### config.mk
export PLATFORM = sky130hd
export DESIGN_NAME = cpr_issue
export DESIGN_NICKNAME = d
export VERILOG_FILES = /design/src/rtl/cpr_pkg.sv /design/src/rtl/cpr_issue_fifo.sv /design/src/rtl/cpr_issue.sv
export SDC_FILE = /design/constraint.sdc
export NUM_CORES = 1
export LEC_CHECK = 0
export CAP_MARGIN = 20
export CORE_ASPECT_RATIO = 1.25
export CORE_MARGIN = 2
export CORE_UTILIZATION = 55
export DETAILED_ROUTE_END_ITERATION = 8
export GPL_TIMING_DRIVEN = 0
export PLACE_DENSITY = 0.78
export SLEW_MARGIN = 40
export SYNTH_ARGS = -nofsm -noshare
export SYNTH_HDL_FRONTEND = slang
export SYNTH_HIERARCHICAL = 1
export SYNTH_SLANG_ARGS = --single-unit
export TNS_END_PERCENT = 5
### constraint.sdc
create_clock -name clk -period 2.3 [get_ports clk]
set_input_delay 0.23 -clock clk [delete_from_list [all_inputs] [get_ports clk]]
set_output_delay 0.23 -clock clk [all_outputs]
set_load 0.01 [all_outputs]
### src/rtl/cpr_pkg.sv
// cpr_pkg: shared types for the issue stage (entry layout, FSM states, width helper)
package cpr_pkg;
  localparam int CPR_TW = 2;
  localparam int CPR_FDSSI_W = 12;
  localparam int CPR_SSI_W = 8;
  localparam int CPR_SW = 2;
  typedef struct packed {
    logic [CPR_FDSSI_W-1:0] fdssi;
    logic [CPR_TW-1:0] fdsti;
    logic [CPR_SSI_W-1:0] ssi;
    logic [CPR_SW-1:0] s;
  } cpr_entry_t;
  typedef enum logic [0:0] {RUN, FLUSH} cpr_state_t;
  function automatic int ENTRY_W(input int tw, input int fdssi_w, input int ssi_w, input int sw);
    return tw + fdssi_w + ssi_w + sw;
  endfunction
endpackage

### src/rtl/cpr_issue_fifo.sv
// cpr_issue_fifo: DEPTH x W register FIFO with push/pop/flush; head is the registered slot at rd_ptr
module cpr_issue_fifo #(
  parameter int W = 24,
  parameter int DEPTH = 4,
  parameter int AW = $clog2(DEPTH)
) (
  input  logic         clk,
  input  logic         rst_n,
  input  logic         push,
  input  logic         pop,
  input  logic         flush,
  input  logic [W-1:0] din,
  output logic [W-1:0] dout,
  output logic         full,
  output logic         empty
);
  logic [W-1:0] mem [DEPTH];
  logic [AW-1:0] wr_ptr, rd_ptr;
  logic [AW:0] count;
  assign full = count == (AW+1)'(DEPTH);
  assign empty = count == '0;
  assign dout = mem[rd_ptr];
  always_ff @(posedge clk or negedge rst_n) begin
    if (!rst_n) begin
      wr_ptr <= '0;
      rd_ptr <= '0;
      count <= '0;
      for (int i = 0; i < DEPTH; i++) mem[i] <= '0;
    end else if (flush) begin
      wr_ptr <= '0;
      rd_ptr <= '0;
      count <= '0;
    end else begin
      if (push) begin
        mem[wr_ptr] <= din;
        wr_ptr <= wr_ptr + AW'(1);
      end
      if (pop) rd_ptr <= rd_ptr + AW'(1);
      count <= count + (AW+1)'(push) - (AW+1)'(pop);
    end
  end
endmodule

### src/rtl/cpr_issue.sv
// cpr_issue: registered issue stage after the min-s comparator tree; FIFO, one-hot grant, held-winner watchdog.
// Optional same-cycle bypass when empty: define CPR_ISSUE_BYPASS_EN.
module cpr_issue import cpr_pkg::*; #(
  parameter int TW = CPR_TW,
  parameter int FDSSI_W = CPR_FDSSI_W,
  parameter int SSI_W = CPR_SSI_W,
  parameter int SW = CPR_SW,
  parameter int DEPTH = 4,
  parameter int WT_MAX = 15
) (
  input  logic               clk,
  input  logic               rst_n,
  input  logic               win_valid,
  input  logic               win_wt,
  input  logic [FDSSI_W-1:0] win_fdssi,
  input  logic [TW-1:0]      win_fdsti,
  input  logic [SSI_W-1:0]   win_ssi,
  input  logic [SW-1:0]      win_s,
  output logic [2**TW-1:0]   grant,
  input  logic               flush,
  output logic               out_valid,
  input  logic               out_ready,
  output logic [FDSSI_W-1:0] out_fdssi,
  output logic [TW-1:0]      out_fdsti,
  output logic [SSI_W-1:0]   out_ssi,
  output logic [SW-1:0]      out_s,
  output logic               stall_err
);
  localparam int EW = ENTRY_W(TW, FDSSI_W, SSI_W, SW);
  localparam int NW = 2**TW;
  typedef struct packed {
    logic [FDSSI_W-1:0] fdssi;
    logic [TW-1:0] fdsti;
    logic [SSI_W-1:0] ssi;
    logic [SW-1:0] s;
  } entry_t;
  entry_t win_e, head_e, out_e;
  cpr_state_t state;
  logic [7:0] wt_cnt;
  logic full, empty, fifo_pop, accept, push, held, byp;
  assign win_e = {win_fdssi, win_fdsti, win_ssi, win_s};
  assign held = win_valid & win_wt;
  assign fifo_pop = ~empty & out_ready;
  // rst_n gates accept so grant drops the moment reset asserts
  assign accept = rst_n & win_valid & ~win_wt & (~full | fifo_pop) & (state == RUN) & ~flush;
  assign grant = accept ? NW'(1) << win_fdsti : '0;
`ifdef CPR_ISSUE_BYPASS_EN
  assign byp = accept & empty & out_ready;
`else
  assign byp = 1'b0;
`endif
  assign push = accept & ~byp;
  assign out_valid = ~empty | byp;
  assign out_e = byp ? win_e : head_e;
  assign {out_fdssi, out_fdsti, out_ssi, out_s} = out_e;
  cpr_issue_fifo #(.W(EW), .DEPTH(DEPTH)) u_fifo (
    .clk(clk),
    .rst_n(rst_n),
    .push(push),
    .pop(fifo_pop),
    .flush(flush),
    .din(win_e),
    .dout(head_e),
    .full(full),
    .empty(empty)
  );
  always_ff @(posedge clk or negedge rst_n) begin
    if (!rst_n) begin
      state <= RUN;
      wt_cnt <= '0;
      stall_err <= 1'b0;
    end else begin
      state <= flush ? FLUSH : RUN;
      wt_cnt <= !held ? '0 : (wt_cnt == 8'(WT_MAX)) ? wt_cnt : wt_cnt + 8'd1;
      if (held && wt_cnt == 8'(WT_MAX)) stall_err <= 1'b1;
    end
  end
endmodule

== Yosys cells after proc, flatten, opt, wreduce, memory -nomap -nowiden ==
Cells that the tools add are included.

* Muxes and demuxes: 15
* Reductions and logical operators: 6
* Bitwise gates (word level): 15
* Shift-type cells: 1
* Add/sub/neg operators: 5
* Equal/unequal tests: 3
* Order comparisons: 3

{| class="wikitable"
|+ Operators with widths
! kind !! count
|-
| $bwmux 96 || 1
|-
| $mux 24 || 3
|-
| $bmux 24 s2 || 1
|-
| $demux 24 s2 || 1
|-
| $mux 8 || 2
|-
| $add 8x1->8 const B || 1
|-
| $eq 8x4->1 const B || 1
|-
| $mux 2 || 4
|-
| $and 1x1->1 || 7
|-
| $ge 3x3->1 const B || 2
|-
| $not 2->3 || 2
|-
| $not 1->1 || 5
|-
| $add 2x1->2 const B || 2
|-
| $mux 4 || 1
|-
| $reduce_bool 2->1 || 2
|-
| $shl 1x2->4 const A || 1
|-
| $add 3x1->3 || 1
|-
| $eq 3x3->1 const B || 1
|-
| $logic_not 3->1 || 1
|-
| $lt 3x1->1 const B || 1
|-
| $mux 3 || 1
|-
| $sub 3x1->3 || 1
|-
| $logic_and 1x1->1 || 2
|-
| $ne 2x2->1 const B || 1
|-
| other kinds (3) || 3
|}

* Word-level logic and storage cells: 58
* Register bits after elaboration: 113

== Logic depth before layout (Yosys ltp) ==
* Depth in word-level cells: 10
* Mapped depth: 10
* Gate-level depth less buffers: 10

== By module ==
Netlist, hierarchy kept.

{| class="wikitable"
|+ Modules (own cells, without submodules)
! module !! cells each !! area each (um2) !! times used
|-
| cpr_issue_fifo || 270 || 4,885.9 || 1
|-
| cpr_issue || 57 || 539.3 || 1
|}

== Worst setup path before layout ==
No wires, ideal clock.

* Kind: reg-to-reg
* From: register u_fifo.count[1]
* To: register u_fifo/mem[10] (netlist name)
* Period minus slack after synthesis: 2,061 ps
* Path slack: 239 ps
* Stages on the path, launching flop included: 9
* Buffers on the path: 2
* Data arrival time: 1,936 ps
* Cells stage by stage: dfrtp_1 -> nor3_1 -> nand2b_2 -> a2111o_1 -> inv_1 -> buf_4 -> nand3b_4 -> buf_6 -> mux2_4

* Longest elaborated chain between the ends: 8
* Elaborated cells between the ends (all ways): 10
* Those cells by class: 1 x eq/ne; 7 x bitwise; 2 x reduce/logical

{| class="wikitable"
|+ RTL lines
! element !! line !! source
|-
| start, declared || cpr_issue_fifo.sv:19 || <nowiki>logic [AW:0] count;</nowiki>
|-
| start signal, assigned || cpr_issue_fifo.sv:39 || <nowiki>count <= count + (AW+1)'(push) - (AW+1)'(pop);</nowiki>
|-
| $logic_not 3->1 || cpr_issue_fifo.sv:21 || <nowiki>assign empty = count == '0;</nowiki>
|-
| net empty || cpr_issue.sv:40 || <nowiki>logic full, empty, fifo_pop, accept, push, held, byp;</nowiki>
|-
| $not 1->1 || cpr_issue.sv:43 || <nowiki>assign fifo_pop = ~empty & out_ready;</nowiki>
|-
| $and 1x1->1 || cpr_issue.sv:43 ||
|-
| $or 1x1->1 || cpr_issue.sv:45 || <nowiki>assign accept = rst_n & win_valid & ~win_wt & (~full | fifo_pop) & (state == RUN) & ~flush;</nowiki>
|-
| $and 1x1->1 (3 in a row) || cpr_issue.sv:45 ||
|-
| net accept || cpr_issue.sv:40 ||
|-
| $reduce_and 2->1 (no source line) || n/a ||
|-
| end signal, assigned by index || cpr_issue_fifo.sv:35 || <nowiki>mem[wr_ptr] <= din;</nowiki>
|-
| end, declared || cpr_issue_fifo.sv:17 || <nowiki>logic [W-1:0] mem [DEPTH];</nowiki>
|}

The timed path passes the listed nets, and every way through them passes these cells.
A chain may end at the register's enable or synchronous reset.

== Worst setup path after layout ==
* From: input rst_n
* To: register u_fifo/mem[32] (netlist name)

* Longest elaborated chain between the ends: 6

{| class="wikitable"
|+ RTL lines
! element !! line !! source
|-
| start, declared || cpr_issue.sv:12 || <nowiki>input logic rst_n,</nowiki>
|-
| $and 1x1->1 (5 in a row) || cpr_issue.sv:45 ||
|-
| net accept || cpr_issue.sv:40 ||
|-
| $reduce_and 2->1 (no source line) || n/a ||
|}

The timed path passes the listed nets, and every way through them passes these cells.

==> metrics.yaml <==
status: "finished clean"
drc: 0
vias_per_cell: 5.59
crit_type: "primary input to flip-flop"
dp_hpwl_mm: 6.65
min_period_ps: 2260
h-tree-depth: 4
seq_area_frac_synth: 0.521
min_delay_worst_endpoint: "state$_DFF_PN0_"
track_usage: 0.229
ys_ff_latch: 113
cp-start-kind: "primary input"
synthFlopType: "dfrtp_1"
hold_viol: 0
intPower_mw: 4.82
r2r-start: "u_fifo/count[2]$_DFF_PN0_"
die_y_um: 115
grt_pass1_wl_mm: 18.4
cp_max_fo: 10
drt_first_iter_violations: 104
slew_headroom: 0.699
areaGrowthSynthToFinish_pct: 29.3
placed_cell_area_um2: 6210
synthArstFlopShare: 1.00
r2r-end: "u_fifo/mem[32]$_DFFE_PN0P_"
fillCellCount: 607
drt_wl_total_mm: 11.0
arrival_ps: 2550
avgSynthCellArea_um2: 16.6
seqPwrFrac: 0.352
postLayoutSetupSlackWorst_ps: 36.9
cts_tree: "built"
yosysTopAreaCell: "dfrtp_1"
portBuffers: 59
synth_area_leaders: "dfrtp_1 (52%), mux2_4 (17%), mux4_2 (10%)"
crit_path_top_delay_cell: "dlygate4sd3_1"
crit_buf_inv: 7
swShare: 0.246
syn_area_um2: 5430
dpl.cell_count: 513
wire_per_inst_um: 20.0
max_stage_delay_ps: 570
fp-row-count: 40
layout.nets: 452
p_switching_mw: 1.57
finalSetupTns_ps: 0
hold_class: "primary input to flip-flop"
worstRegToRegCells: 9
synth_edf_count: 0
setup_viol: 0
clkPwrFrac: 0.416
core_um2: 9610
cts_sinks: 113
crit_chain: "dlygate4sd3_1 -> buf_8 -> buf_16 -> nand2_1 -> a2111o_1 -> inv_2 -> buf_4 -> buf_6 -> nand3b_4 -> buf_6 -> mux2_4"
chipWidth_um: 92.8
grt_pass1_vias: 3465
grt_overflow_total: 0
slew_violations: 0
power_leakage_nw: 3.74
initial_utilization: 0.565
ys_warn_count: 6
rsz0062_at_grt: "true"
netlist_instances: 327
p_per_area_nw_per_um2: 911
cp_top_family: "buffers and inverters"
ant_nets: 0
fin_util: 0.730
path_common_cell: "buf_6"
cts_buffers: 17
dp_worst_setup_slack_ps: -404
fin_cells: 553
worst_hold_path.num_cells: 1
combPwrFrac: 0.232
clock.fmax_ghz: 0.442
die_area_um2: 10700
ir_drop_uv: 704
reg2reg_slack_ps: 70
n_antenna_cell: 0
drive_gt1_frac: 0.443
grt_max_degree: 63
syn_nets: 365
num_io_pins: 60
firstDrtPassIters: 6
tightestPinTransition_ps: 449
synth_common_cells: "dfrtp_1 (113), mux2_4 (60), mux2_2 (35)"
end_kind: "flip-flop"
yosysMostFrequentCell: "dfrtp_1"
vias: 3089
clk_latency_ps: 410
max-cap-violations: 0
min_from: "flush"
cp.required_ps: 2590
synth_cell_types: 37
clockRootBuffer: "clkbuf_16"
cts_buffer_depth: 2
yosysTopAreaCellShare: 0.521
hold_ws_ps: 376
final.period_utilization: 0.984
gp_congestion: 0.736
clkTransAtPathRegs_ps: 50
fin_area_um2: 7010
clock-skew-final_ps: 7.09
antenna_found_initial: 0
finalPower_mw: 6.39
-- metal layers --
metal	vias up	GRT usage	share of wire
met5	-	0	0
met4	0	0.0765	0.012
met3	11	0.0662	0.034
met2	59	0.368	0.52
met1	1639	0.305	0.43
li1	1380	-	-
-- cell usage in the layout, fill, tap and decap left out, types with 2 or more instances in the layout --
master,instances
a21oi_1,8
and3_1,2
buf_12,3
buf_16,4
buf_2,3
buf_4,3
buf_6,11
bufinv_16,3
clkbuf_16,17
clkbuf_4,2
clkbuf_8,3
clkdlybuf4s50_1,37
clkinv_2,8
dfrtp_1,113
dlygate4sd2_1,2
dlygate4sd3_1,2
dlymetal6s2s_1,16
ha_1,7
inv_1,8
mux2_2,35
mux2_4,60
mux4_2,24
nand2_1,4
nand3_1,4
nand3b_4,4
nor2_1,6
nor3_1,5
nor3b_2,2
o21ai_0,3
or3_1,3
xnor2_1,3
-- power groups by stage --
| stage | logic [mW] | clock network (mW) | registers (mW) |
|---|---|---|---|
| detailed placement | 1.44 | 0 | 2.28 |
| finish | 1.48 | 2.66 | 2.25 |
| floorplan | 0.847 | 0 | 2.24 |
| CTS | 1.50 | 2.70 | 2.24 |
| global placement | 1.40 | 0 | 2.26 |
| global route | 1.61 | 2.80 | 2.26 |
-- what timing repair did --
item	CTS	global route
buffers inserted	3	0
gates cloned	0	0
hold buffers	5	0
hold endpoints to repair	62	0
endpoints found under the setup margin	103	100
pin swaps	1	0
resized for setup	15	27
-- kinds of logic after synthesis --
kind of cell,after synthesis,synth area share
adder cells (fa/ha/maj),8,0.0198
AND/OR/NAND/NOR,38,0.0514
XOR/XNOR,4,0.00900
AO/OA/AOI/OAI,17,0.0201
buffers and inverters,26,0.0362
multiplexers,121,0.342
flip-flops,113,0.521
-- area by class of cell --
| class | instances | area, um^2 | area share |
|---|---|---|---|
| clock buffers | 20 | 467 | 0.0665 |
| well taps | 126 | 158 | 0.0225 |
| plain buffers | 17 | 204 | 0.0291 |
| multi-input cells | 188 | 2410 | 0.344 |
| inverters | 9 | 33.8 | 0.00482 |
| flip-flops and latches | 113 | 2830 | 0.403 |
| repair buffers | 68 | 776 | 0.111 |
| clock inverters | 12 | 138 | 0.0196 |
-- worst register-to-register path: stages, from the launching register on --
cell,delay [ps]
dfrtp_1,380
nor3_1,70
nand2b_2,190
a2111o_1,430
inv_2,80
buf_4,120
buf_6,150
nand3b_4,150
buf_6,210
mux2_4,310
-- how the worst max path moves through the flow --
stage | start | endpoint | cells after the start
2_1_floorplan | u_fifo/count[1]$_DFF_PN0_ | u_fifo/mem[10]$_DFFE_PN0P_ | 8
3_3_place_gp | rst_n | u_fifo/mem[22]$_DFFE_PN0P_ | 8
3_5_place_dp | rst_n | u_fifo/mem[31]$_DFFE_PN0P_ | 9
4_1_cts | u_fifo/rd_ptr[0]$_DFFE_PN0P_ | out_fdssi[9] | 4
5_1_grt | rst_n | grant[2] | 8
6_report | rst_n | u_fifo/mem[32]$_DFFE_PN0P_ | 11
-- state kept, by name, indices dropped and copies added, names as in the netlist --
register and count:
u_fifo/mem 96, stall_err 1, u_fifo/wr_ptr 2, wt_cnt 8, state 1, u_fifo/rd_ptr 2
u_fifo/count 3
Power figures use the tool's default switching activity.
